### config.mk
export PLATFORM = sky130hd
export DESIGN_NAME = pcie_dma_burst_rd
export DESIGN_NICKNAME = d
export VERILOG_FILES = /design/src/rtl/pcie_dma_burst_rd.sv
export SDC_FILE = /design/constraint.sdc
export NUM_CORES = 1
export LEC_CHECK = 0
export CORE_MARGIN = 2
export CORE_UTILIZATION = 45
export DETAILED_ROUTE_END_ITERATION = 12
export PLACE_DENSITY = 0.73
export SLEW_MARGIN = 20
export SYNTH_ARGS = -nofsm -noshare
export SYNTH_HDL_FRONTEND = slang
export SYNTH_SLANG_ARGS = --single-unit
export TNS_END_PERCENT = 10
### constraint.sdc
create_clock -name clk -period 7.05 [get_ports clk]
set_input_delay 0.705 -clock clk [delete_from_list [all_inputs] [get_ports clk]]
set_output_delay 0.705 -clock clk [all_outputs]
set_load 0.1 [all_outputs]
### src/rtl/pcie_dma_burst_rd.sv
// Burst reader between the video FIFO read side and the PCIe DMA engine.
// When a full burst is buffered it issues a DMA write request, then streams the burst out through a 2-entry skid buffer.
// Define DMA_UNDERRUN_CHK_EN to build the sticky err_underrun detector.
module pcie_dma_burst_rd #(
  parameter int                    DATA_WIDTH  = 128,
  parameter int                    LEVEL_WIDTH = 11,
  parameter int                    BURST_LEN   = 16,
  parameter int                    ADDR_WIDTH  = 32,
  parameter logic [ADDR_WIDTH-1:0] BASE_ADDR   = 'h1000_0000,
  parameter int                    FRAME_WORDS = 115200
) (
  input  logic                   clk,
  input  logic                   rst_n,
  input  logic                   enable,
  output logic                   fifo_rd_en,
  input  logic [DATA_WIDTH-1:0]  fifo_rd_data,
  input  logic                   fifo_rd_empty,
  input  logic [LEVEL_WIDTH-1:0] fifo_rd_water_level,
  output logic                   req_valid,
  input  logic                   req_ready,
  output logic [ADDR_WIDTH-1:0]  req_addr,
  output logic [7:0]             req_len,
  output logic [DATA_WIDTH-1:0]  m_data,
  output logic                   m_valid,
  input  logic                   m_ready,
  output logic                   m_last,
  output logic                   frame_done,
  output logic                   busy,
  output logic                   err_underrun
);

  localparam int FRAMES = FRAME_WORDS / BURST_LEN;
  localparam int BCW    = (FRAMES > 1) ? $clog2(FRAMES) : 1;

  typedef enum logic [1:0] {IDLE, REQ, DATA} state_t;

  state_t                 state_q, state_d;
  logic [ADDR_WIDTH-1:0]  addr_q, addr_d;
  logic [BCW-1:0]         bcnt_q, bcnt_d;
  logic [7:0]             issued_q, issued_d, beat_q, beat_d;
  logic                   inflight_q, inflight_d;
  logic [DATA_WIDTH-1:0]  buf0_q, buf0_d, buf1_q, buf1_d;
  logic [1:0]             cnt_q, cnt_d;
  logic                   frame_done_q, frame_done_d;
  logic                   pop, space, want, rd_en, last_acc;

  always_comb begin
    state_d      = state_q;
    addr_d       = addr_q;
    bcnt_d       = bcnt_q;
    issued_d     = issued_q;
    beat_d       = beat_q;
    buf0_d       = buf0_q;
    buf1_d       = buf1_q;
    cnt_d        = cnt_q;
    frame_done_d = 1'b0;

    pop      = (cnt_q != 2'd0) && m_ready;
    // Occupancy after this cycle (stored + in flight - popped) must stay below 2.
    space    = ({1'b0, cnt_q} + {2'b0, inflight_q}) < (3'd2 + {2'b0, pop});
    want     = (state_q == DATA) && (issued_q < 8'(BURST_LEN)) && space;
    rd_en    = want && !fifo_rd_empty;
    last_acc = (state_q == DATA) && pop && (beat_q == 8'(BURST_LEN - 1));
    inflight_d = rd_en;

    unique case (state_q)
      IDLE: if (enable && (fifo_rd_water_level >= LEVEL_WIDTH'(BURST_LEN))) state_d = REQ;
      REQ: if (req_ready) begin
        state_d  = DATA;
        issued_d = 8'd0;
        beat_d   = 8'd0;
      end
      DATA: begin
        issued_d = issued_q + 8'(rd_en);
        if (pop) beat_d = beat_q + 8'd1;
        if (last_acc) begin
          state_d  = IDLE;
          issued_d = 8'd0;
          beat_d   = 8'd0;
          if (bcnt_q == BCW'(FRAMES - 1)) begin
            bcnt_d       = '0;
            addr_d       = BASE_ADDR;
            frame_done_d = 1'b1;
          end else begin
            bcnt_d = bcnt_q + BCW'(1);
            addr_d = addr_q + ADDR_WIDTH'(BURST_LEN * 16);
          end
        end
      end
      default: state_d = IDLE;
    endcase

    // Skid buffer: buf0 is always the oldest entry.
    unique case ({inflight_q, pop})
      2'b10: begin
        if (cnt_q == 2'd0) buf0_d = fifo_rd_data;
        else               buf1_d = fifo_rd_data;
        cnt_d = cnt_q + 2'd1;
      end
      2'b01: begin
        buf0_d = buf1_q;
        cnt_d  = cnt_q - 2'd1;
      end
      2'b11: begin
        if (cnt_q == 2'd1) buf0_d = fifo_rd_data;
        else begin
          buf0_d = buf1_q;
          buf1_d = fifo_rd_data;
        end
      end
      default: ;
    endcase
  end

  always_ff @(posedge clk or negedge rst_n) begin
    if (!rst_n) begin
      state_q      <= IDLE;
      addr_q       <= BASE_ADDR;
      bcnt_q       <= '0;
      issued_q     <= 8'd0;
      beat_q       <= 8'd0;
      inflight_q   <= 1'b0;
      buf0_q       <= '0;
      buf1_q       <= '0;
      cnt_q        <= 2'd0;
      frame_done_q <= 1'b0;
    end else begin
      state_q      <= state_d;
      addr_q       <= addr_d;
      bcnt_q       <= bcnt_d;
      issued_q     <= issued_d;
      beat_q       <= beat_d;
      inflight_q   <= inflight_d;
      buf0_q       <= buf0_d;
      buf1_q       <= buf1_d;
      cnt_q        <= cnt_d;
      frame_done_q <= frame_done_d;
    end
  end

  assign fifo_rd_en = rd_en;
  assign req_valid  = (state_q == REQ);
  assign req_addr   = addr_q;
  assign req_len    = (state_q == REQ) ? 8'(BURST_LEN) : 8'd0;
  assign m_valid    = (cnt_q != 2'd0);
  assign m_data     = buf0_q;
  assign m_last     = m_valid && (beat_q == 8'(BURST_LEN - 1));
  assign frame_done = frame_done_q;
  assign busy       = (state_q != IDLE);

`ifdef DMA_UNDERRUN_CHK_EN
  logic err_q, err_d, en_q;

  // A rising edge of enable is the software clear for the sticky flag.
  always_comb begin
    err_d = err_q;
    if (enable && !en_q)           err_d = 1'b0;
    else if (want && fifo_rd_empty) err_d = 1'b1;
  end

  always_ff @(posedge clk or negedge rst_n) begin
    if (!rst_n) begin
      err_q <= 1'b0;
      en_q  <= 1'b0;
    end else begin
      err_q <= err_d;
      en_q  <= enable;
    end
  end

  assign err_underrun = err_q;
`else
  assign err_underrun = 1'b0;
`endif

endmodule

Yosys cells after proc, flatten, opt, wreduce, memory -nomap -nowiden
Cells that the tools add are included.
- bits in registers: 323
- logic and storage cells: 82
- bits of input ports: 145
- output and inout bits: 175
- add/subtract/negate cells: 8
- muxes and demuxes: 23
- eq/ne operators: 15
- magnitude comparators: 3
- reduce and logical (&&, ||, !) cells: 23
- operators by type and width (kind ; number):
    $mux 128 ; 4
    $pmux 128 s3 ; 1
    $pmux 128 s2 ; 1
    $add 32x9->32 const B ; 1
    $mux 32 ; 1
    $mux 8 ; 4
    $pmux 8 s2 ; 2
    $add 13x1->13 const B ; 1
    $eq 13x13->1 const B ; 1
    $mux 13 ; 1
    $ge 11x5->1 const B ; 1
    $ne 2x2->1 const B ; 5
    $reduce_bool 2->1 ; 5
    $reduce_and 3->1 ; 3
    $add 8x1->8 ; 1
    $add 8x1->8 const B ; 1
    $eq 8x4->1 const B ; 1
    $logic_and 1x1->1 ; 8
    $lt 8x5->1 const B ; 1
    $eq 2x1->1 const B ; 3
    $eq 2x2->1 const B ; 3
    $mux 2 ; 3
    $pmux 2 s3 ; 1
    $reduce_and 2->1 ; 3
    other kinds (13) ; 16

Longest topological paths before layout
- depth after elaboration: 9
- depth in mapped cells: 11
- mapped depth without buffers: 11

Worst setup path before layout
No wires, ideal clock.
- path kind: flip-flop to output port
- from: register beat_q[0]
- to: output m_last
- buffers on the path: 0
- cell stages (with the launch flop): 4
- data required time: 6.345 ns
- path slack: 3.160 ns
- data arrival time: 3.185 ns
- cells stage by stage: dfrtp_1 > ha_1 > or4b_4 > nor3_1
- cells in the longest elaborated chain, start to end: 2
- ends and longest elaborated chain (what ; RTL line ; source):
    start, declared ; 40 ; logic [7:0] issued_q, issued_d, beat_q, beat_d;
    start signal, assigned ; 132 ; beat_q <= beat_d;
    $eq 8x4->1 ; 147 ; assign m_last = m_valid && (beat_q == 8'(BURST_LEN - 1));
    $logic_and 1x1->1 ; 147 ;
    end, declared ; 26 ; output logic m_last,
No other way between the ends.

Worst setup path in the final report
- from: register cnt_q[0]
- to: output fifo_rd_en
- cells in the longest elaborated chain, start to end: 6
- elaborated cells between the ends (all ways): 7
- those cells by class: add/sub: 2; order compare: 1; reduce/logical: 4
- ends and longest elaborated chain (what ; RTL line ; source):
    start, declared ; 43 ; logic [1:0] cnt_q, cnt_d;
    start signal, assigned ; 136 ; cnt_q <= cnt_d;
    $reduce_bool 2->1 ; 58 ; pop = (cnt_q != 2'd0) && m_ready;
    $logic_and 1x1->1 ; 58 ;
    $add 2x1->3 ; 60 ; space = ({1'b0, cnt_q} + {2'b0, inflight_q}) < (3'd2 + {2'b0, pop});
    $lt 3x3->1 (*) ; 60 ;
    $logic_and 1x1->1 (*) ; 61 ; want = (state_q == DATA) && (issued_q < 8'(BURST_LEN)) && space;
    $logic_and 1x1->1 (*) ; 62 ; rd_en = want && !fifo_rd_empty;
    end, declared ; 15 ; output logic fifo_rd_en,
Every way passes the cells marked *; elsewhere a longest branch is shown, timed or not.

==> summary by stage <==
Run status
The flow ran to the end, and the final reports show no timing, DRC or antenna violations.

Synth
The fraction of synthesis flops using an asynchronous set or reset pin is 1.00. The warning count from the yosys run is 0. Of the synthesized area, sequential elements account for 0.577. The proportion of synthesized area in mux cells is 0.108. The arithmetic-cell share of the synthesized area counting full adders, half adders and majority gates is 0.0110. The summed instance area of the synthesized netlist is 13700 um^2. The xor and xnor area share after synthesis is 0.0103. Counting distinct cell types in the post-synthesis netlist gives 50. By area, the combinational part of the netlist is dominated by compound AO/OA/AOI/OAI gates. The leading area contributor after synthesis is sky130_fd_sc_hd__dfrtp_1. The top cell type's share of synthesized area is 0.575. The complex-gate fraction of the synthesized area is 0.165. Synthesis produced ~1200 cells.

By area the synthesized netlist is led by sky130_fd_sc_hd__dfrtp_1 (58%), sky130_fd_sc_hd__mux2_2 (11%), sky130_fd_sc_hd__a22oi_1 (7.1%). The most used flip-flop cell after synthesis is sky130_fd_sc_hd__dfrtp_1. A synthesized cell averages approximately 11 um^2.

In this run, synthesis inferred 0 flip-flops with an integrated enable. The simple-gate share of the synthesized area is 0.0907. The synthesized design contains between 300 and 400 register bits.

Place
The worst slack after detailed placement is ~3100 ps. The placer's final routability congestion estimate is 0.790. Detailed placement ended at an HPWL of between 20 and 25 mm.

During placement, the flow inserted port buffers numbering 299. The instance area at placement is around 17000 um^2.

Detailed routing
In the final routed layout, each cell accounts on average for 17.8 um. The number of iterations in the first detailed-routing pass is 5. The final routed DRC violation total is 0.

The routed via count is 10400. For this block, the initial DRC count from the detailed router was 650. Using the TritonRoute via totals, the vias-per-cell ratio works out to between 5 and 6. The total wirelength of the detailed-routed design is 33.8 mm. The detail route stage leaves a number of antenna-violating nets equal to 0.

Pwr
The switching power is about 0.0048 W. Summing internal, switching and leakage power gives slightly below 0.01 W. In this run the power density over the cells is about 540 nW/um^2. Of the total power, the clock network draws 0.194.

The internal power component is ~0.0051 W. The share of total power dissipated in combinational logic is 0.508. Of the total power, the share spent switching nets is 0.486.

For this design the static power due to leakage is approximately 7.6 nW. Of the total power, registers draw 0.298. The highest ir drop seen on vdd is about 0.00038 V.

CTS
TritonCTS built the clock tree. The clock tree synthesis step divided the H-tree into 2 levels. In this run the clock root is driven by a sky130_fd_sc_hd__clkbuf_16.

The number of clock sinks is approximately 320. The number of clock buffers added by TritonCTS is 36. Once the clock tree was built, the resizer swapped 0 gates to a different size. The clock reaches the later pin of the worst-skew pair after ~510 ps.

After clock tree synthesis, the clock-pin slew on the worst setup and hold paths is approximately 60 ps. The clock tree buffer depth is 3. In this run the post-CTS setup repair buffer count came out at 0.

Buffers inserted to repair hold after CTS numbered 0.

Worst hold path
The type of the tightest min-delay check is input port to async pin.

Setup path
The worst path required time is around 6300 ps. In this run the worst path has a maximum fanout of 5. At the worst endpoint, the arrival time is around 3200 ps. The sort of element at the start of the critical path is a flop. STA classifies the critical path endpoint as an output port.

The cell depth of the worst flop-to-flop path is 9. The class of the most critical setup path is flop to output port.

Timing
The worst relative slew slack is 0.284. Setup repair after global routing left no endpoint under its margin. The worst-case clock skew is between 15 and 20 ps. At the pin with the least slew margin, the transition time is about 1100 ps. Setup violations remaining at the end of the flow were counted as 0. The number of slew-limit violations in the final report is 0. Static timing analysis puts the maximum clock frequency at 260 MHz. The setup TNS after final layout is 0 ps. The share of the clock period used by the worst path after layout is 0.546. After layout, the minimum clock period comes to between 3000 and 4000 ps.

Across all setup checks in the final design, the least slack found is approximately 3200 ps. The total count of hold-check failures in the final report is 0.

Finish
Of the cells placed in the final design, the portion with a size suffix greater than 1 is 0.151. The final instance area is about 18000 um^2. Relative to the synthesized area, the layout overhead comes to 32.5%. At the end of the flow, the number of nets in the layout was approximately 1600. Measured on the finished design, the core utilization comes to 0.608.

Die
The floorplan step defined a core boundary enclosing approximately 30000 um^2. The floorplan die height is 178 um. For this design the top-level I/O count stands at 320. The count of standard-cell rows is 63. The die covers ~32000 um^2. The horizontal die dimension is about 180 um. The initial standard-cell utilization of the core is 0.459.

Global route
For this run the aggregate overflow at the end of global routing stands at 0. The number of global-route vias before repair came to slightly above 10000. Entering global routing, the biggest net connects between 150 and 200 pins. The combined global-route utilization of all metal layers is 0.211. The initial antenna violation count is 2. The wire length of the first global-routing pass is 53.9 mm.

Run
The number of max-capacitance violations reported is 0.
synthesized netlist by cell type, types with 8 or more instances:
| cell type | n |
|---|---|
| sky130_fd_sc_hd__xnor2_1 | 8 |
| sky130_fd_sc_hd__o31ai_2 | 10 |
| sky130_fd_sc_hd__a21oi_1 | 15 |
| sky130_fd_sc_hd__mux2_2 | 130 |
| sky130_fd_sc_hd__nor3_1 | 10 |
| sky130_fd_sc_hd__o21ai_0 | 171 |
| sky130_fd_sc_hd__nand2_1 | 161 |
| sky130_fd_sc_hd__a22oi_1 | 129 |
| sky130_fd_sc_hd__dfrtp_1 | 314 |
| sky130_fd_sc_hd__nand4_1 | 15 |
| sky130_fd_sc_hd__clkbuf_1 | 64 |
| sky130_fd_sc_hd__buf_4 | 17 |
| sky130_fd_sc_hd__nor2b_1 | 8 |
| sky130_fd_sc_hd__o31ai_1 | 8 |
| sky130_fd_sc_hd__ha_1 | 12 |
| sky130_fd_sc_hd__xor2_1 | 8 |
| sky130_fd_sc_hd__buf_2 | 9 |
| sky130_fd_sc_hd__nor2_1 | 20 |
| sky130_fd_sc_hd__nand3_1 | 20 |
| sky130_fd_sc_hd__a31oi_1 | 9 |
| sky130_fd_sc_hd__inv_1 | 10 |
critical path, cell delays in order, from the launching register on:
cell and delay [ps]:
sky130_fd_sc_hd__dfrtp_1 420, sky130_fd_sc_hd__inv_1 60, sky130_fd_sc_hd__ha_1 290, sky130_fd_sc_hd__nand2b_1 260, sky130_fd_sc_hd__o21ai_0 170, sky130_fd_sc_hd__and3_1 250
sky130_fd_sc_hd__clkdlybuf4s50_1 1180
power by group through the flow:
| stage | logic [W] | clock network (W) | registers [W] |
|---|---|---|---|
| 2_1_floorplan | 0.00147 | 0 | 0.00526 |
| 4_1_cts | 0.00503 | 0.00197 | 0.00294 |
| 3_5_place_dp | 0.00502 | 0 | 0.00296 |
| 6_report | 0.00500 | 0.00191 | 0.00294 |
| 3_3_place_gp | 0.00496 | 0 | 0.00292 |
| 5_1_grt | 0.00526 | 0.00203 | 0.00303 |
state kept, by name (all words and copies together), names as in the netlist:
name and flops:
cnt_q 2, buf1_q 128, state_q 2, inflight_q 1, frame_done 1, m_data 128, req_addr 24, bcnt_q 13
beat_q 8, issued_q 8
cell type report:
cell class,count,area [um^2]
Multi-Input combinational cell,798,5360
Sequential cell,315,7880
Antenna cell,3,7.51
Timing Repair Buffer,312,3110
Clock buffer,49,1030
Clock inverter,15,198
Inverter,10,37.5
Fill cell,2421,11700
Tap cell,390,488
path summary, 6_finish.rpt:
check / startpoint / endpoint / slack, ps
min in group clk: m_data[125] / m_data[125] / 470
max: cnt_q[0] / fifo_rd_en / 3200
max in group asynchronous: rst_n / buf1_q[87] / 5450
min reg2reg: m_data[125] / m_data[125] / 470
min: rst_n / m_data[24] / 150
max reg2reg: cnt_q[0] / m_data[70] / 3390
kinds of logic after synthesis:
group	Yosys count
simple gates	268
other cells	1
mux	131
flops	315
buf+inv	111
compound gates	355
xor+xnor	16
fa+ha+maj	12
layout by cell type, fill, tap and decap left out, types with 3 or more instances in the layout:
master,count
sky130_fd_sc_hd__dfrtp_1,314
sky130_fd_sc_hd__clkdlybuf4s50_1,298
sky130_fd_sc_hd__o21ai_0,171
sky130_fd_sc_hd__nand2_1,161
sky130_fd_sc_hd__mux2_2,130
sky130_fd_sc_hd__a22oi_1,129
sky130_fd_sc_hd__clkbuf_16,37
sky130_fd_sc_hd__nor2_1,20
sky130_fd_sc_hd__nand3_1,20
sky130_fd_sc_hd__conb_1,16
sky130_fd_sc_hd__nand4_1,15
sky130_fd_sc_hd__a21oi_1,13
sky130_fd_sc_hd__ha_1,12
sky130_fd_sc_hd__buf_4,12
sky130_fd_sc_hd__inv_1,10
sky130_fd_sc_hd__nor3_1,10
sky130_fd_sc_hd__o31ai_2,10
sky130_fd_sc_hd__a31oi_1,9
sky130_fd_sc_hd__nor2b_1,8
sky130_fd_sc_hd__xnor2_1,8
sky130_fd_sc_hd__xor2_1,8
sky130_fd_sc_hd__o31ai_1,8
sky130_fd_sc_hd__clkinv_2,7
sky130_fd_sc_hd__nor4_1,6
sky130_fd_sc_hd__and3_1,6
sky130_fd_sc_hd__clkbuf_1,6
sky130_fd_sc_hd__clkbuf_8,6
sky130_fd_sc_hd__nand2b_1,5
sky130_fd_sc_hd__a41oi_1,4
sky130_fd_sc_hd__bufinv_16,4
sky130_fd_sc_hd__diode_2,3
sky130_fd_sc_hd__o41ai_1,3
per-stage QoR:
stage | instances | hold WS, ps
2_1_floorplan | 1224 | 409
3_3_place_gp | 1825 | 460
3_5_place_dp | 1825 | 469
4_1_cts | 1889 | 173
5_1_grt | 1890 | 195
6_report | 1892 | 153
per-layer routing:
layer  GRT usage  vias up  routed length, um
li1            -     4879                  -
met3      0.0691       64               2980
met5           0        -                  0
met2       0.326      330              15700
met4      0.0776        0                969
met1       0.278     5081              14100
No activity file was read; power rests on OpenSTA's default activity.
